[config.mk]
export PLATFORM = sky130hd
export DESIGN_NAME = fetch_queue_flat
export DESIGN_NICKNAME = d
export VERILOG_FILES = /design/src/rtl/fetch_queue_if.sv /design/src/rtl/fetch_queue.sv /design/src/flat_wrapper.sv
export SDC_FILE = /design/constraint.sdc
export NUM_CORES = 1
export LEC_CHECK = 0
export CAP_MARGIN = 5
export CORE_AREA = 2 2 217 219
export DETAILED_ROUTE_END_ITERATION = 16
export DIE_AREA = 0 0 219 221
export HOLD_SLACK_MARGIN = 0.05
export PLACE_DENSITY = 0.57
export SLEW_MARGIN = 20
export SYNTH_ARGS = -nofsm -noshare
export SYNTH_HDL_FRONTEND = slang
export SYNTH_SLANG_ARGS = --single-unit
[constraint.sdc]
create_clock -name clk -period 4.5 [get_ports clk]
set_input_delay 0.675 -clock clk [delete_from_list [all_inputs] [get_ports clk]]
set_output_delay 0.675 -clock clk [all_outputs]
set_load 0.02 [all_outputs]
[src/rtl/fetch_queue_if.sv]
// Signal bundle between the fetch queue, instruction memory and the IF/ID register.
// master = fetch_queue side, slave = memory/consumer side.
interface fetch_queue_if;
    // Transfers complete on a rising edge where both sides are high: imem_req & imem_gnt
    // issues a fetch, and out_valid & out_ready consumes the head. imem_rvalid has no
    // back-pressure. A flush may withdraw imem_req and out_valid without a transfer.
    logic        imem_req;
    logic [31:0] imem_addr;
    logic        imem_gnt;
    logic        imem_rvalid;
    logic [31:0] imem_rdata;
    logic        flush;
    logic [31:0] flush_pc;
    logic        out_valid;
    logic [31:0] out_pc;
    logic [31:0] out_pc_4;
    logic [31:0] out_instr;
    logic        out_ready;

    modport master (
        output imem_req, imem_addr,
        input  imem_gnt, imem_rvalid, imem_rdata,
        input  flush, flush_pc,
        output out_valid, out_pc, out_pc_4, out_instr,
        input  out_ready
    );

    modport slave (
        input  imem_req, imem_addr,
        output imem_gnt, imem_rvalid, imem_rdata,
        output flush, flush_pc,
        input  out_valid, out_pc, out_pc_4, out_instr,
        output out_ready
    );
endinterface

[src/rtl/fetch_queue.sv]
// Instruction prefetch queue feeding IF/ID: issues sequential fetches, buffers returned
// words with PC/PC+4, and discards responses that belong to a pre-flush fetch stream.
module fetch_queue #(
    parameter int          DEPTH    = 4,
    parameter logic [31:0] RESET_PC = 32'h0
) (
    input  logic          clk,
    input  logic          reset,
    fetch_queue_if.master fq
);
    localparam int            PW   = (DEPTH > 1) ? $clog2(DEPTH) : 1;
    localparam int            CW   = PW + 1;
    localparam logic [CW-1:0] FULL = CW'(DEPTH);
    localparam logic [CW:0]   CAP  = (CW+1)'(DEPTH);

    logic [31:0]   pc_mem    [DEPTH];
    logic [31:0]   instr_mem [DEPTH];
    logic [PW-1:0] head;
    logic [PW-1:0] tail;
    logic [PW-1:0] head_nxt;
    logic [CW-1:0] count;
    logic [CW-1:0] count_n;
    logic [CW-1:0] outstanding;
    logic [CW-1:0] drop;
    logic [CW:0]   drop_sum;
    logic [31:0]   fetch_pc;
    logic [31:0]   resp_pc;
    logic [31:0]   flush_target;
    logic          out_valid_q;
    logic [31:0]   out_pc_q;
    logic [31:0]   out_pc_4_q;
    logic [31:0]   out_instr_q;
    logic          req;
    logic          issue;
    logic          rsp_drop;
    logic          rsp_take;
    logic          push;
    logic          pop;

    always_comb begin
        req          = ~reset & ~fq.flush & (({1'b0, count} + {1'b0, outstanding}) < CAP);
        issue        = req & fq.imem_gnt;
        rsp_drop     = fq.imem_rvalid & (drop != '0);
        rsp_take     = fq.imem_rvalid & (drop == '0);
        push         = rsp_take & ~fq.flush;
        pop          = out_valid_q & fq.out_ready & ~fq.flush;
        count_n      = count + CW'(push) - CW'(pop);
        head_nxt     = head + PW'(1);
        // Everything still in flight at a flush becomes stale, less the response landing now.
        drop_sum     = {1'b0, drop} + {1'b0, outstanding} - (CW+1)'(fq.imem_rvalid);
        flush_target = fq.flush_pc & ~32'h3;
    end

    always_ff @(posedge clk) begin
        if (reset) begin
            fetch_pc    <= RESET_PC;
            resp_pc     <= RESET_PC;
            head        <= '0;
            tail        <= '0;
            count       <= '0;
            outstanding <= '0;
            drop        <= '0;
            out_valid_q <= 1'b0;
            out_pc_q    <= '0;
            out_pc_4_q  <= '0;
            out_instr_q <= '0;
        end else if (fq.flush) begin
            fetch_pc    <= flush_target;
            resp_pc     <= flush_target;
            head        <= '0;
            tail        <= '0;
            count       <= '0;
            outstanding <= '0;
            drop        <= drop_sum[CW-1:0];
            out_valid_q <= 1'b0;
        end else begin
            if (issue) fetch_pc <= fetch_pc + 32'd4;
            if (push) begin
                resp_pc <= resp_pc + 32'd4;
                tail    <= tail + PW'(1);
            end
            if (pop) head <= head_nxt;
            count       <= count_n;
            outstanding <= outstanding + CW'(issue) - CW'(rsp_take);
            drop        <= drop - CW'(rsp_drop);
            out_valid_q <= (count_n != '0);
            // Head registers track the entry that will be at the head next cycle; when
            // that entry is the one arriving now, it is taken from the response bus.
            if (pop && count > CW'(1)) begin
                out_pc_q    <= pc_mem[head_nxt];
                out_pc_4_q  <= pc_mem[head_nxt] + 32'd4;
                out_instr_q <= instr_mem[head_nxt];
            end else if (push && (count == '0 || (pop && count == CW'(1)))) begin
                out_pc_q    <= resp_pc;
                out_pc_4_q  <= resp_pc + 32'd4;
                out_instr_q <= fq.imem_rdata;
            end
        end
    end

    always_ff @(posedge clk) begin
        if (!reset && push) begin
            pc_mem[tail]    <= resp_pc;
            instr_mem[tail] <= fq.imem_rdata;
        end
    end

    assign fq.imem_req  = req;
    assign fq.imem_addr = fetch_pc;
    assign fq.out_valid = out_valid_q;
    assign fq.out_pc    = out_pc_q;
    assign fq.out_pc_4  = out_pc_4_q;
    assign fq.out_instr = out_instr_q;

    // The issue rule keeps count + outstanding <= DEPTH, so these only fire on misuse.
    a_no_orphan_rsp: assert property (@(posedge clk) disable iff (reset)
        !(fq.imem_rvalid && drop == '0 && outstanding == '0));
    a_no_push_full: assert property (@(posedge clk) disable iff (reset)
        !(push && count == FULL));
    a_drop_range: assert property (@(posedge clk) disable iff (reset)
        !(fq.flush && drop_sum[CW]));
endmodule

[src/flat_wrapper.sv]
// flat-port wrapper written by rule: the top's interface ports become plain ports
module fetch_queue_flat 
#(
    parameter int          DEPTH    = 4,
    parameter logic [31:0] RESET_PC = 32'h0
)
  (clk, reset, fq_imem_req, fq_imem_addr, fq_imem_gnt, fq_imem_rvalid, fq_imem_rdata, fq_flush, fq_flush_pc, fq_out_valid, fq_out_pc, fq_out_pc_4, fq_out_instr, fq_out_ready);
  fetch_queue_if fq_i ();
  input  logic clk;
  input  logic reset;
  output wire logic [$bits(fq_i.imem_req)-1:0] fq_imem_req;
  output wire logic [$bits(fq_i.imem_addr)-1:0] fq_imem_addr;
  input wire logic [$bits(fq_i.imem_gnt)-1:0] fq_imem_gnt;
  input wire logic [$bits(fq_i.imem_rvalid)-1:0] fq_imem_rvalid;
  input wire logic [$bits(fq_i.imem_rdata)-1:0] fq_imem_rdata;
  input wire logic [$bits(fq_i.flush)-1:0] fq_flush;
  input wire logic [$bits(fq_i.flush_pc)-1:0] fq_flush_pc;
  output wire logic [$bits(fq_i.out_valid)-1:0] fq_out_valid;
  output wire logic [$bits(fq_i.out_pc)-1:0] fq_out_pc;
  output wire logic [$bits(fq_i.out_pc_4)-1:0] fq_out_pc_4;
  output wire logic [$bits(fq_i.out_instr)-1:0] fq_out_instr;
  input wire logic [$bits(fq_i.out_ready)-1:0] fq_out_ready;
  assign fq_imem_req = fq_i.imem_req;
  assign fq_imem_addr = fq_i.imem_addr;
  assign fq_i.imem_gnt = fq_imem_gnt;
  assign fq_i.imem_rvalid = fq_imem_rvalid;
  assign fq_i.imem_rdata = fq_imem_rdata;
  assign fq_i.flush = fq_flush;
  assign fq_i.flush_pc = fq_flush_pc;
  assign fq_out_valid = fq_i.out_valid;
  assign fq_out_pc = fq_i.out_pc;
  assign fq_out_pc_4 = fq_i.out_pc_4;
  assign fq_out_instr = fq_i.out_instr;
  assign fq_i.out_ready = fq_out_ready;
  fetch_queue #(.DEPTH(DEPTH), .RESET_PC(RESET_PC)) u_core (.clk(clk), .reset(reset), .fq(fq_i));
endmodule
-- Yosys cells after proc, flatten, opt, wreduce, memory -nomap -nowiden
Memories as Yosys holds them, arrays and structs flattened.
Cells that the tools add are included.
- bits in registers: 174
- bits in writable memories: 256
- input bits: 70
- output and inout port bits: 130
- logic and storage cells: 69
- memories: 2
- memory list (name ; depth ; width ; rd ports ; clocked after memory_dff ; wr ports ; RTL line ; text):
    u_core.instr_mem ; 4 ; 32 ; 1 ; 0 ; 1 ; fetch_queue.sv:17 ; logic [31:0] instr_mem [DEPTH];
    u_core.pc_mem ; 4 ; 32 ; 1 ; 0 ; 1 ; fetch_queue.sv:16 ; logic [31:0] pc_mem [DEPTH];
- add/sub/neg operators: 13
- $lt $le $gt $ge: 2
- eq/ne operators: 1
- muxes and demuxes: 13
- bitwise gates (word level): 10
- reduce and logical (&&, ||, !) cells: 15
- operators by type and width (cell ; count):
    $mux 32 ; 10
    $add 32x3->32 const B ; 3
    $sub 3x1->3 ; 4
    $and 1x1->1 ; 8
    $add 3x1->3 ; 2
    $logic_not 3->1 ; 2
    $reduce_bool 2->1 ; 3
    $reduce_bool 3->1 ; 2
    $add 2x1->2 const B ; 2
    $add 3x3->4 ; 1
    $logic_and 1x1->1 ; 4
    $lt 4x3->1 const B ; 1
    $add 3x3->3 ; 1
    $eq 3x1->1 const B ; 1
    $gt 3x1->1 const B ; 1
    $mux 3 ; 1
    $mux 1 ; 2
    $not 1->1 ; 2
    $reduce_and 2->1 ; 1
    $reduce_or 2->1 ; 1
    $logic_not 1->1 ; 1
    $logic_or 1x1->1 ; 1

-- Longest topological paths before layout
- depth after elaboration: 7
- gate-level depth with buffers: 12

-- Worst setup path after synthesis
OpenSTA, ideal clock, no wires.
- path kind: input -> register
- start point: input port fq_imem_rvalid
- end point: memory u_core.instr_mem[0][0] (enable)
- arrival: 3213 ps
- path slack: 860 ps
- stages: 5
- path buffers: 2
- cell sequence: or4b_1 buf_2 clkinv_1 clkbuf_1 and3_1
- cells in the longest elaborated chain, start to end: 5
- RTL lines (element ; RTL line ; text):
    start, declared ; flat_wrapper.sv:14 ; input wire logic [$bits(fq_i.imem_rvalid)-1:0] fq_imem_rvalid;
    $and 1x1->1 ; fetch_queue.sv:44 ; rsp_take = fq.imem_rvalid & (drop == '0);
    $and 1x1->1 ; fetch_queue.sv:45 ; push = rsp_take & ~fq.flush;
    $logic_and 1x1->1 ; fetch_queue.sv:102 ; if (!reset && push) begin
    $mux 1 ; fetch_queue.sv:102 ;
    $mux 1 (not written as such) ; fetch_queue.sv:104 ; instr_mem[tail] <= fq.imem_rdata;
    end, declared ; fetch_queue.sv:17 ;
Every way passes these cells.

-- Final worst setup path
- start point: register u_core.head[1]
- end point: register u_core.out_pc_4_q[22] (netlist: u_core.fq.out_pc_4[22])
- cells in the longest elaborated chain, start to end: 4
- RTL lines (element ; RTL line ; text):
    start, declared ; fetch_queue.sv:18 ; logic [PW-1:0] head;
    start signal, assigned ; fetch_queue.sv:82 ; if (pop) head <= head_nxt;
    $add 2x1->2 ; fetch_queue.sv:48 ; head_nxt = head + PW'(1);
    $mem_v2 4x32 ; - ;
    $add 32x3->32 ; fetch_queue.sv:91 ; out_pc_4_q <= pc_mem[head_nxt] + 32'd4;
    $mux 32 ; fetch_queue.sv:89 ; if (pop && count > CW'(1)) begin
    end signal, assigned ; fetch_queue.sv:91 ;
    end signal, assigned ; fetch_queue.sv:95 ; out_pc_4_q <= resp_pc + 32'd4;
    end, declared ; fetch_queue.sv:31 ; logic [31:0] out_pc_4_q;
Every way passes these cells.
A chain may end at the register's enable or synchronous reset.

==> summary.txt <==
=====================================================================================================
Post-synthesis share of cell area spent on xor and xnor gates                                  4.633%
Critical path capture point type                                                             register
Area growth syn-to-layout                                                                      22.18%
Unique masters post-synth                                                                          65
Number of synthesized flops with an enable pin                                                    248
Dominant synthesized flop cell                                                           sky130_fd_sc_hd__edfxtp_1
Final nets                                                                                      1,753
Number of DRC markers after the initial detailed-route iteration                                1,047
IO buf count                                                                                      191
# DRC                                                                                               0
Arrival time at the worst endpoint                                                            3.72 ns
Dominant cells by area after synthesis                                                   sky130_fd_sc_hd__edfxtp_1, sky130_fd_sc_hd__dfxtp_1, sky130_fd_sc_hd__mux4_2
Area share of the largest cell type after synthesis                                            41.03%
Util after Layout                                                                              48.14%
Via total after detailed routing                                                               12,610
Overall global routing resource usage                                                          19.52%
Total of hold buffers inserted after clock tree synthesis                                           0
Fraction of final layout cells with drive strength greater than 1                              10.02%
Global-route wire length before repair                                                      73,060 um
Via density                                                                                     5.476
Relative max-transition margin                                                                 48.10%
Maximum operating frequency                                                                 305.2 MHz
Number of gates given a new drive strength after cts                                                0
Post-route clock period utilization                                                            72.80%
Dominant combinational cell family by area after synthesis                               simple AND/OR/NAND/NOR gates
Beginning of the critical path                                                           u_core.head[1]
R2r setup slk                                                                                 1.22 ns
Pin slew with the least headroom to its limit                                               0.7784 ns
Antenna violations before repair                                                                    0
Start point of the worst min-delay path                                                  u_core.fq.out_instr[16]
Multiplexer share of the synthesized area                                                      8.259%
Syn avg cell area                                                                          12.07 um^2
Boundary Pins                                                                                     200
Fraction of the mapped netlist area in simple logic gates                                      13.34%
Kind of critical path                                                                         reg2reg
Sum of met2 wire segment lengths after detailed routing                                     22,360 um
Most frequent cells after synthesis                                                      sky130_fd_sc_hd__edfxtp_1, sky130_fd_sc_hd__nand2_1, sky130_fd_sc_hd__dfxtp_1
Wire per inst                                                                                20.68 um
Fraction of power consumed by the clock network                                                 40.9%
Clock transition at the registers of the reported paths                                       0.06 ns
Cell type with the highest aggregate area in the netlist                                 sky130_fd_sc_hd__edfxtp_1
Cell with the largest stage delay on the worst path                                      sky130_fd_sc_hd__dfxtp_4
Vias in the first global route                                                                 12,350
Cell with the most instances after synthesis                                             sky130_fd_sc_hd__edfxtp_1
CTS tree                                                                                         done
Power density normalized to cell area                                                    410.4 nW/um^2
Crit-path max cell delay                                                                      0.79 ns
Final count of pins violating max slew                                                              0
Die outline width                                                                              219 um
Number of warning messages in the yosys log                                                         0
Routed wire length on met3                                                                    2790 um
CP startpoint kind                                                                           register
Start of the worst register-to-register path                                             u_core.head[1]
Top routing layer used                                                                           met4
Post-CTS setup buffer count                                                                         0
Initial Utilization                                                                            39.40%
Diode insertion count for antenna repair                                                            0
Internal power                                                                               6.862 mW
Skew final                                                                                 0.02865 ns
DPL Wire Length                                                                             30,630 um
Number of CTS-inserted buffers                                                                     45
Drt pass-1 iters                                                                                    5
Number of instances in the synthesized netlist                                                  1,504
Post-route minimum period                                                                    3.276 ns
Placer's final routability congestion estimate                                                 0.8113
CTS H-tree depth                                                                                    2
Worst-Skew Late Latency                                                                       0.57 ns
Accumulated negative setup slack                                                                 0 ns
Root Driver                                                                              sky130_fd_sc_hd__clkbuf_16
Overflow after GRT                                                                                  0
Setup violations, final                                                                             0
Critical Path RT                                                                              4.94 ns
Metal1 wirelength                                                                           21,610 um
Hold WS                                                                                     0.4807 ns
Antenna-violating nets left                                                                         0
Overall power after layout                                                                   9.101 mW
Flop and latch count out of synthesis                                                             414
Die Span Y                                                                                     221 um
Maxcap violations                                                                                   0
Register area share after synthesis                                                            59.34%
Fraction of registers with async set or reset after synthesis                                      0%
Net switching component of the power                                                         2.239 mW
Die Footprint                                                                             48,400 um^2
Standby leakage power                                                                        7.132 nW
Largest driver fanout on the critical path                                                         33
Switching share of power                                                                       24.60%
Post-synthesis share of cell area spent on full adders, half adders and majority gates         1.710%
Synth Cell Area                                                                           18,150 um^2
Worst-case vdd ir drop                                                                      0.2628 mV
Cell Chain, Critical Path                                                                mux4_1, ha_1, nand4_1, nor4_2, nand3_1, xor2_1, o22ai_1
Clock Tree Buf Depth                                                                                3
Placement row count                                                                                79
Compound-gate portion of the synthesized area                                                  9.155%
Comb pwr share                                                                                  11.3%
Outcome                                                                                  complete, no violations
Pin count of the biggest net entering global routing                                              138
Area of the core                                                                          46,060 um^2
Sum of routed wire length over all layers                                                   47,620 um
Final hold violation count                                                                          0
RSZ-0062 raised after global routing                                                            false
Class of the worst hold path                                                                  reg2reg
Sink Count                                                                                        414
Part of the total power dissipated in sequential elements                                       47.7%
=====================================================================================================
[worst max-delay path: cells and delay by family, from the launching register on]
kind | cells | cell delay, ns
multiplexers | 1 | 0.49
AND/OR/NAND/NOR | 3 | 1.21
XOR/XNOR | 1 | 0.24
AO/OA/AOI/OAI | 1 | 0.12
adder cells (fa/ha/maj) | 1 | 0.26
flip-flops | 1 | 0.79
[registers in the layout, indices dropped and copies added (netlist names)]
| signal | flops |
|---|---|
| u_core.tail | 2 |
| u_core.instr_mem | 128 |
| u_core.fq.out_pc | 30 |
| u_core.count | 3 |
| u_core.fq.imem_addr | 30 |
| u_core.outstanding | 3 |
| u_core.drop | 3 |
| u_core.resp_pc | 30 |
| u_core.fq.out_valid | 1 |
| u_core.pc_mem | 120 |
| u_core.fq.out_instr | 32 |
| u_core.head | 2 |
| u_core.fq.out_pc_4 | 30 |
[final timing paths]
check                                                to  depth (start not counted)
worst min register to register  u_core.fq.out_instr[16]                          2
worst max register to register   u_core.fq.out_pc_4[22]                          7
worst max-delay path             u_core.fq.out_pc_4[22]                          7
worst min-delay path            u_core.fq.out_instr[16]                          2
[layer usage]
| metal | vias to the layer above | track usage [%] |
|---|---|---|
| li1 | 5892 | - |
| met1 | 6267 | 27.15 |
| met2 | 391 | 31.68 |
| met3 | 61 | 3.505 |
| met4 | 0 | 4.708 |
| met5 | - | 0 |
[power by group through the flow]
stage / Sequential, mW / Clock [mW] / Combinational, mW
floorplan: 4.48 / 0 / 0.501
global placement: 4.42 / 0 / 1.02
detailed placement: 4.42 / 0 / 1.03
CTS: 4.34 / 3.82 / 1.04
global route: 4.36 / 3.96 / 1.13
finish: 4.34 / 3.73 / 1.03
[kinds of logic after synthesis]
logic type	count (synthesis)
AOI/OAI and AO/OA	237
xor gates and xnor gates	96
adders and majority gates	23
buffers and inverters	149
DFF	414
muxes	67
other	1
and+or+nand+nor	517
[through the flow]
stage / instance area [um^2] / worst slack [ns] / instances
floorplan: 18170 / 0.8599 / 1509
global placement: 20670 / 1.050 / 2220
detailed placement: 20670 / 1.014 / 2220
CTS: 22180 / 1.200 / 2303
global route: 22180 / 0.8960 / 2303
finish: 22180 / 1.224 / 2303
[cell usage in the layout (no fill, tap or decap), types with 16 or more instances in the layout]
cell                                n
sky130_fd_sc_hd__o21ai_0           33
sky130_fd_sc_hd__xnor2_1           54
sky130_fd_sc_hd__inv_1             36
sky130_fd_sc_hd__a21oi_1           50
sky130_fd_sc_hd__a311oi_1          65
sky130_fd_sc_hd__a31oi_1           17
sky130_fd_sc_hd__nand4_1           32
sky130_fd_sc_hd__a21boi_0          16
sky130_fd_sc_hd__clkbuf_16         47
sky130_fd_sc_hd__xor2_1            42
sky130_fd_sc_hd__nand2_1          201
sky130_fd_sc_hd__ha_1              20
sky130_fd_sc_hd__nor3_1            28
sky130_fd_sc_hd__mux4_2            49
sky130_fd_sc_hd__clkdlybuf4s50_1  189
sky130_fd_sc_hd__nor2_1           138
sky130_fd_sc_hd__a211oi_1          25
sky130_fd_sc_hd__and3_1            16
sky130_fd_sc_hd__edfxtp_1         248
sky130_fd_sc_hd__nand3_1           32
sky130_fd_sc_hd__buf_4             16
sky130_fd_sc_hd__dfxtp_1          164
[final cells by class]
cell class / count / area, um^2
Clock buffer: 64 / 1300
Clock inverter: 19 / 207.7
Fill cell: 4183 / 23890
Inverter: 37 / 138.9
Multi-Input combinational cell: 946 / 6778
Sequential cell: 414 / 10780
Tap cell: 607 / 759.5
Timing Repair Buffer: 216 / 2217
Power figures use the tool's default switching activity.
